**config.mk**
```make
export PLATFORM = sky130hd
export DESIGN_NAME = wb_proc_master
export DESIGN_NICKNAME = d
export VERILOG_FILES = /design/src/rtl/wb_proc_master.sv
export SDC_FILE = /design/constraint.sdc
export NUM_CORES = 1
export LEC_CHECK = 0
export ABC_AREA = 0
export BUFFER_PORTS_ARGS = -buffer_cell sky130_fd_sc_hd__buf_2
export CAP_MARGIN = 20
export CORE_ASPECT_RATIO = 1.25
export CORE_MARGIN = 8
export CORE_UTILIZATION = 44
export DETAILED_ROUTE_END_ITERATION = 7
export GPL_TIMING_DRIVEN = 0
export MAX_ROUTING_LAYER = met4
export PLACE_DENSITY = 0.8
export SYNTH_ARGS = -nofsm -noshare
export SYNTH_HDL_FRONTEND = slang
export SYNTH_SLANG_ARGS = --single-unit
```
**constraint.sdc**
```tcl
create_clock -name wb_clk_i -period 3.3 [get_ports wb_clk_i]
set_clock_uncertainty 0.05 [all_clocks]
set_input_delay 0.495 -clock wb_clk_i [delete_from_list [all_inputs] [get_ports wb_clk_i]]
set_output_delay 0.495 -clock wb_clk_i [all_outputs]
set_load 0.1 [all_outputs]
```
**src/rtl/wb_proc_master.sv**
```systemverilog
// rtl/wb_proc_master.sv - Wishbone classic single-cycle initiator for the processor-side slave port
//
// Purpose:
//   Takes one command at a time from a valid/ready command port, runs exactly
//   one Wishbone classic cycle for it, and returns read data plus error/timeout
//   status on a valid/ready response port.
//   The states are IDLE (accepting), BUS (cyc/stb high) and RESP (holding the response).
//
// Optional feature:
//   WB_MASTER_TIMEOUT_EN - when defined, a BUS cycle with no ack/err is aborted
//   after TIMEOUT_CYCLES cycles. It then reports rsp_err_o=1 and rsp_tmo_o=1.
//   When undefined, BUS waits indefinitely and rsp_tmo_o is tied 0.
//
// Parameters:
//   TIMEOUT_CYCLES  cycles in BUS before abort (2..65535, timeout build only)
//   TMO_W           timeout counter width, 2**TMO_W > TIMEOUT_CYCLES
//
// Ports:
//   wb_clk_i, wb_rst_i            clock, asynchronous active-high reset
//   cmd_valid_i / cmd_ready_o     command handshake
//   cmd_we_i, cmd_adr_i[9:0],     command: direction, word address [11:2],
//   cmd_sel_i[3:0], cmd_dat_i     byte select, write data
//   rsp_valid_o / rsp_ready_i     response handshake
//   rsp_dat_o, rsp_err_o,         read data (0 unless acked read), error flag,
//   rsp_tmo_o                     timeout flag
//   wb_adr_o, wb_sel_o, wb_we_o,  Wishbone initiator outputs
//   wb_cyc_o, wb_stb_o, wb_dat_o
//   wb_dat_i, wb_ack_i, wb_err_i  Wishbone slave returns
module wb_proc_master #(
  parameter int TIMEOUT_CYCLES = 256,
  parameter int TMO_W          = 16
) (
  input  logic        wb_clk_i,
  input  logic        wb_rst_i,
  input  logic        cmd_valid_i,
  output logic        cmd_ready_o,
  input  logic        cmd_we_i,
  input  logic [9:0]  cmd_adr_i,
  input  logic [3:0]  cmd_sel_i,
  input  logic [31:0] cmd_dat_i,
  output logic        rsp_valid_o,
  input  logic        rsp_ready_i,
  output logic [31:0] rsp_dat_o,
  output logic        rsp_err_o,
  output logic        rsp_tmo_o,
  output logic [9:0]  wb_adr_o,
  output logic [3:0]  wb_sel_o,
  output logic        wb_we_o,
  output logic        wb_cyc_o,
  output logic        wb_stb_o,
  output logic [31:0] wb_dat_o,
  input  logic [31:0] wb_dat_i,
  input  logic        wb_ack_i,
  input  logic        wb_err_i
);

  localparam logic [1:0] ST_IDLE = 2'd0;
  localparam logic [1:0] ST_BUS  = 2'd1;
  localparam logic [1:0] ST_RESP = 2'd2;

  // Reject illegal parameter sets at elaboration.
  if (TIMEOUT_CYCLES < 2 || TIMEOUT_CYCLES > 65535 || (TIMEOUT_CYCLES >> TMO_W) != 0) begin : g_bad_params
    $error("wb_proc_master: TIMEOUT_CYCLES/TMO_W out of range");
  end

  logic [1:0] state;
  logic       cmd_fire;
  logic       bus_done;
  logic       tmo_hit;

  // cmd_ready_o is only ever high in IDLE. The state term keeps the accept
  // condition explicit.
  assign cmd_fire = (state == ST_IDLE) && cmd_ready_o && cmd_valid_i;
  assign bus_done = wb_ack_i || wb_err_i;

`ifdef WB_MASTER_TIMEOUT_EN
  logic [TMO_W-1:0] tmo_cnt;
  logic             rsp_tmo_q;

  // The counter reaches TIMEOUT_CYCLES-1 on the edge before the abort edge.
  // This gives exactly TIMEOUT_CYCLES cycles of cyc high.
  assign tmo_hit   = (tmo_cnt == TMO_W'(TIMEOUT_CYCLES - 1));
  assign rsp_tmo_o = rsp_tmo_q;

  always_ff @(posedge wb_clk_i or posedge wb_rst_i) begin
    if (wb_rst_i) begin
      tmo_cnt   <= '0;
      rsp_tmo_q <= 1'b0;
    end else if (cmd_fire) begin
      tmo_cnt <= '0;
    end else if (state == ST_BUS) begin
      // A slave response on the final edge still beats the timeout.
      if (bus_done) begin
        rsp_tmo_q <= 1'b0;
      end else if (tmo_hit) begin
        rsp_tmo_q <= 1'b1;
      end else begin
        tmo_cnt <= tmo_cnt + TMO_W'(1);
      end
    end
  end
`else
  assign tmo_hit   = 1'b0;
  assign rsp_tmo_o = 1'b0;
`endif

  always_ff @(posedge wb_clk_i or posedge wb_rst_i) begin
    if (wb_rst_i) begin
      state       <= ST_IDLE;
      cmd_ready_o <= 1'b0;
      rsp_valid_o <= 1'b0;
      rsp_dat_o   <= '0;
      rsp_err_o   <= 1'b0;
      wb_adr_o    <= '0;
      wb_sel_o    <= '0;
      wb_we_o     <= 1'b0;
      wb_cyc_o    <= 1'b0;
      wb_stb_o    <= 1'b0;
      wb_dat_o    <= '0;
    end else begin
      case (state)
        ST_IDLE: begin
          if (cmd_fire) begin
            wb_we_o     <= cmd_we_i;
            wb_adr_o    <= cmd_adr_i;
            wb_sel_o    <= cmd_sel_i;
            wb_dat_o    <= cmd_dat_i;
            wb_cyc_o    <= 1'b1;
            wb_stb_o    <= 1'b1;
            cmd_ready_o <= 1'b0;
            state       <= ST_BUS;
          end else begin
            // cmd_ready_o comes up on the first edge after reset release.
            cmd_ready_o <= 1'b1;
          end
        end

        ST_BUS: begin
          if (bus_done) begin
            wb_cyc_o    <= 1'b0;
            wb_stb_o    <= 1'b0;
            rsp_valid_o <= 1'b1;
            rsp_err_o   <= wb_err_i;
            // Data is returned only for a clean acked read. Err overrides ack.
            rsp_dat_o   <= (wb_ack_i && !wb_err_i && !wb_we_o) ? wb_dat_i : 32'd0;
            state       <= ST_RESP;
          end else if (tmo_hit) begin
            wb_cyc_o    <= 1'b0;
            wb_stb_o    <= 1'b0;
            rsp_valid_o <= 1'b1;
            rsp_err_o   <= 1'b1;
            rsp_dat_o   <= 32'd0;
            state       <= ST_RESP;
          end
        end

        ST_RESP: begin
          if (rsp_ready_i) begin
            rsp_valid_o <= 1'b0;
            cmd_ready_o <= 1'b1;
            state       <= ST_IDLE;
          end
        end

        default: begin
          wb_cyc_o    <= 1'b0;
          wb_stb_o    <= 1'b0;
          rsp_valid_o <= 1'b0;
          cmd_ready_o <= 1'b0;
          state       <= ST_IDLE;
        end
      endcase
    end
  end

endmodule

```
==> results.md <==
- Status: complete, no violations
- Worst-path cell chain: buf_4 -> buf_2
- Final Hold Fails: 0
- Hold WC Path Type: input pin to async pin
- Asr flop ratio synth: 100%
- Yosys reg bits: 85
- Fillers: 581
- Syn. warnings: 0
- Drc violations: 0
- Crit-path max FO: 3
- Met2 wire len: 4440 um
- Vias per cell: 4.89
- Synth Flop Type: dfrtp_1
- Die ar.: 10200 um2
- Cell Area, Placed: 4170 um2
- CTS Hold Bufs: 0
- Clk_lat worst skew: 330 ps
- Starting Density: 45.6%
- Synth top area cells: dfrtp_1 67%, mux2_2 17%, a22o_1 9.1%
- Top-count cell post-synth: dfrtp_1
- Slew Limit Fails: 0
- Mapped Nets: 282
- CTS Root Cell: clkbuf_8
- Largest net degree at the start of global routing: 57
- Share of layout cells above drive strength 1: 65.4%
- Minimum hold slack: 96.0 ps
- Yosys top cell by area: dfrtp_1
- Die H: 111 um
- Dpl hpwl: 6610 um
- Reg-to-reg startpoint: state[1]
- Core area: 6980 um2
- CTS Buffer Depth: 2
- Final Cell Area: 4350 um2
- First-pass GRT wire length: 13100 um
- WL/cell: 17.6 um
- # H-tree levels: 3
- Worst Setup Path Type: flop to output pin
- Post-synthesis cell type count: 21
- Area Overhead vs Synth: 36.8%
- Post-Route WL: 8310 um
- CP endpoint kind: output pin
- Detailed Route Iter0 Violations: 86
- RSZ-0062 raised after global routing: false
- # IOs: 170
- TritonCTS buffer count: 9
- CTS Sinks: 85
- Netlist Area Pre-Place: 3180 um2
- PortBufs: 168
- CTS tree: done
- Syn avg cell area: 16.2 um2
- Reg-to-Reg End: wb_dat_o[13]
- Antenna diodes: 0
- Worst slew margin: 66.1%
- Final nets: 462
- Total track usage: 16.5%
- Final worst path period need: 1780 ps
- Max layer used: met4
- Max-cap viol count: 0
- Flop-to-flop setup slack: 1570 ps
- GRT Residual Overflow: 0
- Instance count of the mapped netlist: 197
- Crit path launch type: flop
- Met3 routed WL: 512 um
- Max incr delay on CP: 410 ps
- Final setup violating endpoints: 0
- Tightest Pin Transition: 511 ps
- Final worst-path cycle share: 54.0%
- Wl on met1: 3210 um
- Data required time of the critical path: 2750 ps
- Worst Reg-to-Reg Cells: 4
- Reg clk slew, reported paths: 80 ps
- EDFF count, synth: 0
- Vias in the first global route: 2492
- Post_cts resized: 0
- Initial antenna violation count: 0
- Rows: 34
- Max Freq: 561 MHz
- Drt first pass iters: 4
- Slowest CP cell: buf_2
- Commonest cells in the netlist: 85 x dfrtp_1, 47 x mux2_2, 33 x a22o_1, 6 x buf_2, 5 x buf_6
- Post-DRT Antenna Nets: 0
- Gp weighted congestion: 0.759
- Arrival @ worst endpoint: 1240 ps
- Width of the die: 92.1 um
- Post-CTS Setup Repair Bufs: 0
- Sequential cell area fraction in the yosys report: 66.9%
- Yosys top cell area share: 66.9%
- Vias: 2304
==> critical path: cells and delay by family (launching register included) <==
family / cells / cell delay (ps)
buffers and inverters: 2 / 530
flip-flops: 1 / 380
==> layout by cell type (no fill, tap or decap), drive strengths merged <==
cell / instances
nand2b: 2
bufinv: 1
conb: 1
nand2: 2
clkinvlp: 2
inv: 2
a22o: 33
nor2: 2
nor3b: 1
mux2: 47
and2b: 1
nor3: 1
clkbuf: 9
o21ai: 3
a211oi: 1
buf: 182
nand3b: 1
a21o: 2
clkinv: 2
dfrtp: 85
o31ai: 1
==> how the worst max path moves through the flow <==
| stage | startpoint | cells after the start | endpoint |
|---|---|---|---|
| finish | wb_stb_o | 2 | wb_stb_o |
| global route | wb_stb_o | 2 | wb_stb_o |
| floorplan | wb_rst_i | 1 | cmd_ready_o |
| detailed placement | state[1] | 4 | wb_dat_o[13] |
| global placement | wb_rst_i | 2 | rsp_dat_o[10] |
| CTS | wb_stb_o | 2 | wb_stb_o |
==> layout make-up <==
| type | instances | area, um2 | share of cell area (%) |
|---|---|---|---|
| clock inverter | 6 | 63.8 | 1.47 |
| buffer | 13 | 101 | 2.33 |
| clock buffer | 9 | 124 | 2.85 |
| multi-input combinational | 98 | 950 | 21.8 |
| tap | 90 | 113 | 2.59 |
| sequential | 85 | 2130 | 48.9 |
| inverter | 1 | 6.26 | 0.144 |
| timing repair buffer | 169 | 868 | 19.9 |
==> flip-flops by register name (all words and copies together), names as in the netlist <==
name         cells
wb_sel_o         4
wb_adr_o        10
rsp_err_o        1
rsp_dat_o       32
wb_stb_o         1
cmd_ready_o      1
rsp_valid_o      1
state            2
wb_we_o          1
wb_dat_o        32
==> cells by family after synthesis <==
kind of cell    share of synthesized area [%]
flops                                    66.9
mux                                      16.6
compound gates                           10.6
buf+inv                                  3.30
simple gates                             2.48
other cells                             0.118
==> layer usage <==
metal	vias to the layer above	track usage [%]
li1	1073	-
met1	1129	18.3
met2	93	27.4
met3	9	3.73
met4	0	7.76
met5	-	-
==> stage by stage <==
step	TNS (ps)	util, %	setup WS [ps]	std cells
6_report	0	62.4	1520	471
5_1_grt	0	62.4	1450	471
4_1_cts	0	62.4	1490	471
3_5_place_dp	0	59.7	1560	456
3_3_place_gp	-24900	59.3	-298	455
2_1_floorplan	0	-	562	197
Power is not shown: default switching activity piles up to over one toggle a cycle in this logic, so the estimate is an artifact.
